==> src/rtl/serial_request_tx.sv <==
// serial_request_tx -- UART transmitter for the host link.
//
// Sends REQ_BYTE whenever the OR of the per-console ready levels rises.
// Between those requests it carries arbitrary host bytes through a
// valid/ready handshake. A pending request always wins arbitration in IDLE.
// Framing is 8N1. Defining SERIAL_TX_PARITY_EN inserts an even-parity bit
// between the data bits and the stop bit, which gives an 11-bit frame.
//
// Ports:
//   clk, rst       system clock; asynchronous active-high reset
//   request_frame  per-console ready-for-next-frame levels
//   tx_data        host byte to send
//   tx_valid       tx_data is valid
//   tx_ready       host byte accepted on tx_valid && tx_ready
//   tx_uart        serial line, idle high, driven from a register
//   busy           a frame is on the line (START through STOP)
//   req_overrun    one-cycle pulse when a request rise merges into a pending one
module serial_request_tx #(
  parameter int          NUM_CONSOLES = 64,
  parameter int          CLKS_PER_BIT = 25,
  parameter logic [7:0]  REQ_BYTE     = 8'h66
) (
  input  logic                    clk,
  input  logic                    rst,
  input  logic [NUM_CONSOLES-1:0] request_frame,
  input  logic [7:0]              tx_data,
  input  logic                    tx_valid,
  output logic                    tx_ready,
  output logic                    tx_uart,
  output logic                    busy,
  output logic                    req_overrun
);

  localparam int            CW   = $clog2(CLKS_PER_BIT);
  localparam logic [CW-1:0] LAST = CW'(CLKS_PER_BIT - 1);

  typedef enum logic [2:0] {
    S_IDLE,
    S_START,
    S_DATA,
`ifdef SERIAL_TX_PARITY_EN
    S_PARITY,
`endif
    S_STOP
  } state_e;

  state_e        state_q, state_d;
  logic [CW-1:0] cnt_q, cnt_d;
  logic [2:0]    bit_q, bit_d;
  logic [7:0]    sh_q, sh_d;
  logic          tx_q, tx_d;
  logic          pend_q, pend_d;
  logic          any_req_q;
  logic          ovr_q, ovr_d;
`ifdef SERIAL_TX_PARITY_EN
  logic          par_q, par_d;
`endif

  logic       any_req, rise, consume, load_en;
  logic [7:0] load_byte;

  // Request edge detect and coalescing. A rise on the consume cycle
  // re-arms the pending flag without an overrun, because the previous
  // request has just been honoured.
  assign any_req  = |request_frame;
  assign rise     = any_req && !any_req_q;
  assign consume  = (state_q == S_IDLE) && pend_q;
  assign pend_d   = (pend_q && !consume) || rise;
  assign ovr_d    = rise && pend_q && !consume;

  // Depends only on registered state, so tx_valid never loops back into it.
  assign tx_ready    = (state_q == S_IDLE) && !pend_q;
  assign tx_uart     = tx_q;
  assign busy        = (state_q != S_IDLE);
  assign req_overrun = ovr_q;

  // tx_d always carries the line level of the state being entered, so
  // tx_uart and busy change on the same edge.
  always_comb begin
    state_d   = state_q;
    cnt_d     = cnt_q;
    bit_d     = bit_q;
    sh_d      = sh_q;
    tx_d      = tx_q;
    load_en   = 1'b0;
    load_byte = tx_data;
`ifdef SERIAL_TX_PARITY_EN
    par_d     = par_q;
`endif
    if (state_q == S_IDLE) begin
      cnt_d = '0;
      bit_d = '0;
      tx_d  = 1'b1;
      if (pend_q) begin
        load_en   = 1'b1;
        load_byte = REQ_BYTE;
      end else if (tx_valid) begin
        load_en = 1'b1;
      end
      if (load_en) begin
        state_d = S_START;
        sh_d    = load_byte;
        tx_d    = 1'b0;
`ifdef SERIAL_TX_PARITY_EN
        par_d   = ^load_byte;
`endif
      end
    end else if (cnt_q != LAST) begin
      cnt_d = cnt_q + CW'(1);
    end else begin
      cnt_d = '0;
      case (state_q)
        S_START: begin
          state_d = S_DATA;
          tx_d    = sh_q[0];
        end
        S_DATA: begin
          if (bit_q == 3'd7) begin
`ifdef SERIAL_TX_PARITY_EN
            state_d = S_PARITY;
            tx_d    = par_q;
`else
            state_d = S_STOP;
            tx_d    = 1'b1;
`endif
          end else begin
            bit_d = bit_q + 3'd1;
            sh_d  = {1'b0, sh_q[7:1]};
            tx_d  = sh_q[1];
          end
        end
`ifdef SERIAL_TX_PARITY_EN
        S_PARITY: begin
          state_d = S_STOP;
          tx_d    = 1'b1;
        end
`endif
        S_STOP: begin
          state_d = S_IDLE;
          tx_d    = 1'b1;
        end
        default: begin
          state_d = S_IDLE;
          tx_d    = 1'b1;
        end
      endcase
    end
  end

  always_ff @(posedge clk or posedge rst) begin
    if (rst) begin
      state_q   <= S_IDLE;
      cnt_q     <= '0;
      bit_q     <= '0;
      sh_q      <= '0;
      tx_q      <= 1'b1;
      pend_q    <= 1'b0;
      any_req_q <= 1'b0;
      ovr_q     <= 1'b0;
`ifdef SERIAL_TX_PARITY_EN
      par_q     <= 1'b0;
`endif
    end else begin
      state_q   <= state_d;
      cnt_q     <= cnt_d;
      bit_q     <= bit_d;
      sh_q      <= sh_d;
      tx_q      <= tx_d;
      pend_q    <= pend_d;
      any_req_q <= any_req;
      ovr_q     <= ovr_d;
`ifdef SERIAL_TX_PARITY_EN
      par_q     <= par_d;
`endif
    end
  end

endmodule

==> config.mk <==
export PLATFORM = sky130hd
export DESIGN_NAME = serial_request_tx
export DESIGN_NICKNAME = d
export VERILOG_FILES = /design/src/rtl/serial_request_tx.sv
export SDC_FILE = /design/constraint.sdc
export NUM_CORES = 1
export LEC_CHECK = 0
export BUFFER_PORTS_ARGS = -buffer_cell sky130_fd_sc_hd__buf_2
export CAP_MARGIN = 30
export CORE_ASPECT_RATIO = 1.1
export CORE_MARGIN = 2
export CORE_UTILIZATION = 40
export DETAILED_ROUTE_END_ITERATION = 6
export PLACE_DENSITY = 0.77
export SYNTH_ARGS = -nofsm -noshare
export SYNTH_HDL_FRONTEND = slang
export SYNTH_SLANG_ARGS = --single-unit
export TNS_END_PERCENT = 30
==> constraint.sdc <==
create_clock -name clk -period 2.12 [get_ports clk]
set_clock_uncertainty 0.15 [all_clocks]
set_input_delay 0.212 -clock clk [delete_from_list [all_inputs] [get_ports clk]]
set_output_delay 0.212 -clock clk [all_outputs]
set_load 0.03 [all_outputs]
Yosys cells after proc, flatten, opt, wreduce, memory -nomap -nowiden --
Cells that the tools add are included. Widths: inputs -> output; s select.
Word-level totals: word-level logic and storage cells 60, output and inout port bits 4, input port bits 75, bits in registers 23
Operators by class: reductions and logical operators 17, mux-type cells 25, equality and inequality tests 8, $add $sub $neg 2
Operator list (count):
- $reduce_or 64->1 | 1
- $mux 8 | 6
- $mux 3 | 8
- $mux 5 | 2
- $mux 1 | 7
- $logic_and 1x1->1 | 6
- $pmux 3 s2 | 1
- $reduce_and 3->1 | 2
- $add 5x1->5 const B | 1
- $ne 5x5->1 const B | 1
- $ne 2x2->1 const B | 2
- $reduce_and 4->1 | 1
- $add 3x1->3 const B | 1
- $eq 3x1->1 const B | 1
- $eq 3x2->1 const B | 1
- $eq 3x3->1 const B | 1
- $logic_not 1->1 | 3
- $logic_not 3->1 | 1
- $ne 3x3->1 const B | 1
- $reduce_bool 3->1 | 1
- $ne 2x1->1 const B | 1
- $pmux 1 s2 | 1
- $reduce_bool 2->1 | 1
- $logic_or 1x1->1 | 1

Logic depth before layout (Yosys ltp) --
Gate-level depths: netlist (run 1).
depth in word-level cells 5, mapped depth 7

Worst setup path before layout (run 1) --
No wires, ideal clock.
path kind reg2reg, start register state_q[0], end register sh_q[0], setup slack 387 ps, required time 1849 ps, arrival time 1461 ps, stages on the path, launching flop included 7, library setup time 121 ps, cells stage by stage dfrtp_1 -> inv_1 -> ha_1 -> buf_2 -> inv_1 -> a22oi_1 -> o21ai_1
Between the ends: longest elaborated chain between the ends 3, elaborated cells on any way between the ends 8
Ends and longest elaborated chain:
- start, declared | RTL line 47 | state_e state_q, state_d;
- start signal, assigned | RTL line 164 | state_q <= state_d;
- $eq 3x2->1 or $logic_not 3->1 (tied branches) | RTL line 112, 90
- $reduce_bool 2->1 (no source line) (tied with other cells)
- $reduce_and 4->1 (no source line)
- end signal, assigned | RTL line 155 | sh_q <= '0;
- end signal, assigned | RTL line 167 | sh_q <= sh_d;
- end, declared | RTL line 50 | logic [7:0] sh_q, sh_d;
Several ways; a longest one is shown, not always the timed one. A chain may end at the register's enable or synchronous reset.

Worst setup path in the final report (run 1) --
start register state_q[0], end output port tx_ready
Between the ends: longest elaborated chain between the ends 2
Ends and longest elaborated chain:
- $logic_not 3->1 | RTL line 72 | assign tx_ready = (state_q == S_IDLE) && !pend_q;
- $logic_and 1x1->1 | RTL line 72
- end, declared | RTL line 28 | output logic tx_ready,
Every way passes these cells.

==> results of run 1 <==
==> cells in the mapped netlist (all sizes together) <==
cell type / count / area share [%]
dfstp: 1 / 2.2
a31oi: 1 / 0.52
nor3b: 1 / 1.0
and3b: 1 / 0.73
o22ai: 7 / 4.7
nor2: 8 / 2.5
mux2: 1 / 1.2
dfrtp: 21 / 44
nand3: 2 / 0.83
buf: 3 / 2.0
a22oi: 4 / 2.5
inv: 8 / 2.5
mux2i: 2 / 1.7
xor2: 2 / 1.5
nor2b: 1 / 0.52
o21a: 1 / 0.62
nor4: 17 / 9.4
ha: 7 / 7.3
nand4: 4 / 2.1
nand2: 11 / 3.4
nand2b: 1 / 0.73
o21ai: 10 / 4.2
o22a: 1 / 0.73
and4b: 1 / 1.1
or2: 1 / 0.52
nor3: 1 / 0.42
xnor2: 2 / 1.5
==> cells by family after synthesis <==
| group | after synthesis | synth area share, % |
|---|---|---|
| xor gates and xnor gates | 4 | 2.91 |
| DFF | 22 | 45.9 |
| adders and majority gates | 7 | 7.28 |
| muxes | 3 | 2.91 |
| and+or+nand+nor | 49 | 23.3 |
| AOI/OAI and AO/OA | 24 | 13.2 |
| buffers and inverters | 11 | 4.47 |
==> what timing repair did <==
item                                    in CTS  in global routing
hold buffers                                 2                  0
endpoints found under the setup margin       2                  1
hold endpoints to repair                    22                  0
cloned                                       0                  0
resized for setup                            1                  1
pin swaps                                    0                  1
==> critical path, delay by kind of cell (launching register included) <==
family	cells	cell delay, ns
fa+ha+maj	1	0.25
buf+inv	3	0.54
flops	1	0.42
simple gates	1	0.13
==> flip-flops by register name (all words and copies together), names as in the netlist <==
name         count
req_overrun      1
tx_uart          1
cnt_q            5
state_q          2
bit_q            3
pend_q           1
sh_q             8
any_req_q        1
==> area by class of cell <==
| class | count | area, um^2 |
|---|---|---|
| tap | 33 | 41.3 |
| clock buffer | 4 | 36.3 |
| fill | 247 | 1120 |
| multi-input combinational | 87 | 609 |
| sequential | 22 | 552 |
| inverter | 8 | 30.0 |
| timing repair buffer | 81 | 418 |
==> worst paths after layout <==
path / slack, ns / to / depth (start not counted)
max: 0.11 / tx_ready / 5
min: 0.02 / sh_q[0]$_DFFE_PP0P_ / 3
max reg2reg: 0.28 / sh_q[2]$_DFFE_PP0P_ / 5
min reg2reg: 0.30 / req_overrun$_DFF_PP0_ / 1
max in group asynchronous: 0.85 / state_q[1]$_DFFE_PP0P_ / 3
min in group asynchronous: 0.45 / sh_q[5]$_DFFE_PP0P_ / 3
==> per-layer routing <==
layer | vias up | GRT usage (%) | wire length (um)
li1 | 609 | - | -
met1 | 573 | 21.9 | 1260
met2 | 68 | 39.8 | 1710
met3 | 7 | 3.78 | 282
met4 | 0 | 6.80 | 48
met5 | - | 0 | 0
==> metrics by stage <==
step	cell area, um^2	TNS, ns
5_1_grt	1690	-0.00791
4_1_cts	1680	0
2_1_floorplan	1200	0
6_report	1690	0
3_3_place_gp	1620	0
3_5_place_dp	1620	0
==> power groups by stage <==
stage	sequential (mW)	combinational [mW]	clock, mW
floorplan	0.428	0.0123	0
global placement	0.428	0.0827	0
detailed placement	0.428	0.0850	0
CTS	0.420	0.0881	0.237
global route	0.420	0.0965	0.252
finish	0.420	0.0865	0.231
==> flow_summary.ini, run 1 <==
[global_routing]
grt_overflow = 0
grt_pass1_wl_um = 5280
grt_pass1_vias = 1244
grt_max_degree = 23
grt_usage_pct = 20.1
grt_antenna_before_repair = 0

[power_and_ir_drop]
p_sw_mw = 0.159
p_sw_share_pct = 21.5
power_frac_clock_pct = 31.3
p_int_mw = 0.578
max-vdd-ir-drop_uv = 377
power_density_nw_per_um2 = 437
pwr-share-comb_pct = 11.7
seq_power_share_pct = 56.9
fin_total_pwr_mw = 0.737
p_leak_nw = 0.866

[cts]
cts_root_buf = clkbuf_4
clock-sinks = 22
clockBufferDepth = 2
h-tree-depth = 1
clk_latency_ns = 0.31
clk_pin_slew_ns = 0.12
cts-buffers-inserted = 3
cts_tree = yes
postCtsSetupBuffers = 0

[detailed_routing]
drc = 0
drt_iter0_drc = 27
routed_wl_um = 3300
routedWlPerCell_um = 14.0
dr.pass1.iters = 4
via_per_inst = 5.35
antenna_left = 0
vias = 1257

[sta]
maxSlewHeadroom_pct = 44.0
period_needed_ns = 2.01
fin_ws_ns = 0.105
final_hold_viol_count = 0
setup_viol = 0
slew_viol_final = 0
max_freq_mhz = 496
finalCritPeriodShare_pct = 95.0
hold-worst-slack_ns = 0.0211
worstMarginPinSlew_ns = 0.839

[placement]
gp_routability_congestion = 0.881
preCtsSetupSlack_ns = 0.0652
dp_hpwl_um = 2830
dp_cells = 229
port_buffers = 78

[cells_and_area]
final_util_pct = 60.2
syn_to_final_growth_pct = 40.3
drive_gt1_share_pct = 45.5
nNetsFinal = 285
layout_common_cells = buf_2, dfrtp_1, nor4_1, nand2_1
layoutNonFillerInstCount = 235
layout_commonest_cell = buf_2
antennaDiodeCount = 0

[flow_run]
maxCapViolations = 0

[worst_setup_path]
start_kind = flop
critPathArrivalTime_ns = 1.65
cp_max_fo = 13
worstReg2RegStart = state_q[0]$_DFFE_PP0P_
path_class = flop to output port
required_ns = 1.76
cp-end-kind = output port
crit_top_cell = inv_1
crit_path_start = state_q[0]$_DFFE_PP0P_
cp_cell_sequence = inv_1 -> ha_4 -> nand2b_2 -> inv_1 -> buf_2
slowest_stage = dfrtp_1
slowest_delay_ns = 0.42

[synth]
yosysUniqueCellTypes = 32
synth_area_um2 = 1200
syn-mean-instance-area_um2 = 10.0
synth_seq_cells = 22
synth_fp_nets = 202
ys_warn_count = 0
syn_inst = 120
seq_area_frac_synth_pct = 45.9

[die]
initial_utilization_pct = 42.9
core_area_um2 = 2800
die_x_um = 56.3
rows = 20
fp.dieH_um = 61.5
die_area_um2 = 3460
ios = 79

[hold_path]
hold_class = input port to flop
min-delay-start = tx_data[0]

[outcome]
outcome = complete, no violations
Power figures use the tool's default switching activity.
==> run 2: changes to the inputs <==
--- a/config.mk
+++ b/config.mk
@@ -5,13 +5,14 @@
 export SDC_FILE = /design/constraint.sdc
 export NUM_CORES = 1
 export LEC_CHECK = 0
+export ABC_AREA = 1
 export BUFFER_PORTS_ARGS = -buffer_cell sky130_fd_sc_hd__buf_2
 export CAP_MARGIN = 30
 export CORE_ASPECT_RATIO = 1.1
 export CORE_MARGIN = 2
 export CORE_UTILIZATION = 40
 export DETAILED_ROUTE_END_ITERATION = 6
-export PLACE_DENSITY = 0.77
+export PLACE_DENSITY = 0.73
 export SYNTH_ARGS = -nofsm -noshare
 export SYNTH_HDL_FRONTEND = slang
 export SYNTH_SLANG_ARGS = --single-unit
==> flow_summary.ini, run 2 <==
[worst_setup_path]
slowest_stage = dfrtp_1
r2r_setup_slack_ns = 0.25
critPathArrivalTime_ns = 1.65
start_kind = flop
required_ns = 1.76
path_class = flop to output port
cp_cell_sequence = inv_1 -> ha_2 -> inv_2 -> nor2_4 -> buf_2
slowest_delay_ns = 0.40
worst-r2r-cell-count = 9
cp-end-kind = output port
cp_max_fo = 11

[die]
die_area_um2 = 4130
initial_utilization_pct = 42.5
die_x_um = 61.4
rows = 22
ios = 79
core_area_um2 = 3410
fp.dieH_um = 67.2

[synth]
syn-mean-instance-area_um2 = 7.72
synthArstFlopShare_pct = 100
synth_area_um2 = 1450
synth.largest_area_cell = dfrtp_1
yosysUniqueCellTypes = 25
synth_edf_count = 0
ys_warn_count = 0
synth_seq_cells = 22
netlist.area_leader.share_pct = 36.2
ys.flop_type = dfrtp_1
seq_area_frac_synth_pct = 38.0
yosysMostFrequentCell = nor2_1
synthTopCellsByCount = nor2_1, nand2_1, dfrtp_1, inv_1, o21ai_2
syn_inst = 188
synth_fp_nets = 270
synthTopCellsByArea = dfrtp_1, nor2_1, nand2_1

[placement]
gp_routability_congestion = 0.836
port_buffers = 78
dp_hpwl_um = 2590

[power_and_ir_drop]
p_leak_nw = 1.06
fin_total_pwr_mw = 0.719
max-vdd-ir-drop_uv = 191
power_density_nw_per_um2 = 372

[global_routing]
grt_pass1_vias = 1432
grt_overflow = 0
grt_max_degree = 23
grt_pass1_wl_um = 5210
grt_usage_pct = 16.2
grt_antenna_before_repair = 0

[cells_and_area]
syn_to_final_growth_pct = 33.3
top_register = sh_q
nNetsFinal = 355
layout_common_cells = buf_2, nor2_1, nand2_1, dfrtp_1, inv_1
antennaDiodeCount = 0
largest_reg_flops = 8
layout_commonest_cell = buf_2
reg_top3 = sh_q: 8 flops, cnt_q: 5 flops, bit_q: 3 flops
drive_gt1_share_pct = 39.0

[cts]
clk_pin_slew_ns = 0.12
cts_root_buf = clkbuf_4
clk_latency_ns = 0.32
cts_tree = yes
clockBufferDepth = 2
h-tree-depth = 1
cts-buffers-inserted = 3
clock-sinks = 22

[hold_path]
hold_class = input port to flop
whs_path_depth = 5

[sta]
setup_tns_ns = 0
final_hold_viol_count = 0
worstMarginPinSlew_ns = 0.318
max_freq_mhz = 498
finalCritPeriodShare_pct = 94.8
setup_viol = 0
hold-worst-slack_ns = 0.0655
slew_viol_final = 0
rsz0062_at_grt = no
maxSlewHeadroom_pct = 78.6
period_needed_ns = 2.01

[detailed_routing]
via_per_inst = 4.52
drt_iter0_drc = 66
routed_wl_um = 3070
drc = 0
dr.pass1.iters = 6
routedWlPerCell_um = 9.60
vias = 1447
antenna_left = 0

[flow_run]
maxCapViolations = 0

[outcome]
outcome = complete, no violations
-- run 2: changes by cell type after synthesis, moves of 5 or more --
cell | before | now
o21ai_1 | 6 | 1
nor2_1 | 8 | 55
nand2_1 | 11 | 41
o22ai_1 | 5 | 0
o21ai_2 | 0 | 8
nor4_1 | 16 | 0
inv_1 | 8 | 17
a21oi_1 | 0 | 5
-- run 2: what timing repair did --
action                                  4_1_cts  5_1_grt
buffers inserted                              0        0
hold endpoints to repair                     22        0
resized for setup                             0        1
hold buffers                                  2        0
endpoints found under the setup margin        0        1
-- run 2: report_power, final --
part	switching, mW	internal (mW)	leakage, nW
registers	0	0.420	0.254
logic	0.0386	0.0598	0.792
clock network	0.127	0.0737	0.0150
-- run 2: area by class of cell --
| class | instances | area [um^2] |
|---|---|---|
| sequential | 22 | 552 |
| inverter | 19 | 73.8 |
| multi-input combinational | 145 | 797 |
| clock buffer | 4 | 26.3 |
| fill | 367 | 1480 |
| tap | 48 | 60.1 |
| timing repair buffer | 82 | 425 |
-- run 2: worst max-delay path, delay by kind of cell, from the launching register on --
family / cells / cell delay [ns]
DFF: 1 / 0.40
and+or+nand+nor: 1 / 0.20
adders and majority gates: 1 / 0.24
buffers and inverters: 3 / 0.48
-- run 2: path summary, 6_finish.rpt --
check | from | end
setup / recovery | state_q[0]$_DFFE_PP0P_ | tx_ready
hold / removal | tx_data[3] | sh_q[3]$_DFFE_PP0P_
setup reg to reg | state_q[0]$_DFFE_PP0P_ | sh_q[7]$_DFFE_PP0P_
hold reg to reg | cnt_q[0]$_DFF_PP0_ | cnt_q[0]$_DFF_PP0_
max in group asynchronous | rst | tx_uart$_DFFE_PP1N_
min in group asynchronous | rst | sh_q[0]$_DFFE_PP0P_
-- run 2: kinds of logic (layout without fill, tap and decap cells) --
kind of cell	after synthesis	in the layout	synth area share, %
buffers and inverters	21	105	7.24
xor gates and xnor gates	3	3	1.81
AOI/OAI and AO/OA	22	22	10.4
and+or+nand+nor	113	113	36.5
adders and majority gates	7	7	6.03
DFF	22	22	38.0
-- run 2: through the flow --
step                      instance area [um^2]  util, %  setup slack, ns  cells
final                                     1930     56.7            0.110    320
after global routing                      1930     56.7           0.0524    320
after CTS                                 1930     56.6           0.0379    320
after detailed placement                  1890     55.2            0.207    314
after global placement                    1890     55.2            0.270    314
after floorplan                           1450        -            0.330    188
-- run 2: routing by layer --
metal / track usage (%) / up-vias / part of all wire (%)
met1: 17.0 / 626 / 41
met5: 0 / - / 0
met3: 1.15 / 5 / 7.3
met4: 7.71 / 0 / 2.2
li1: - / 750 / -
met2: 31.5 / 66 / 50
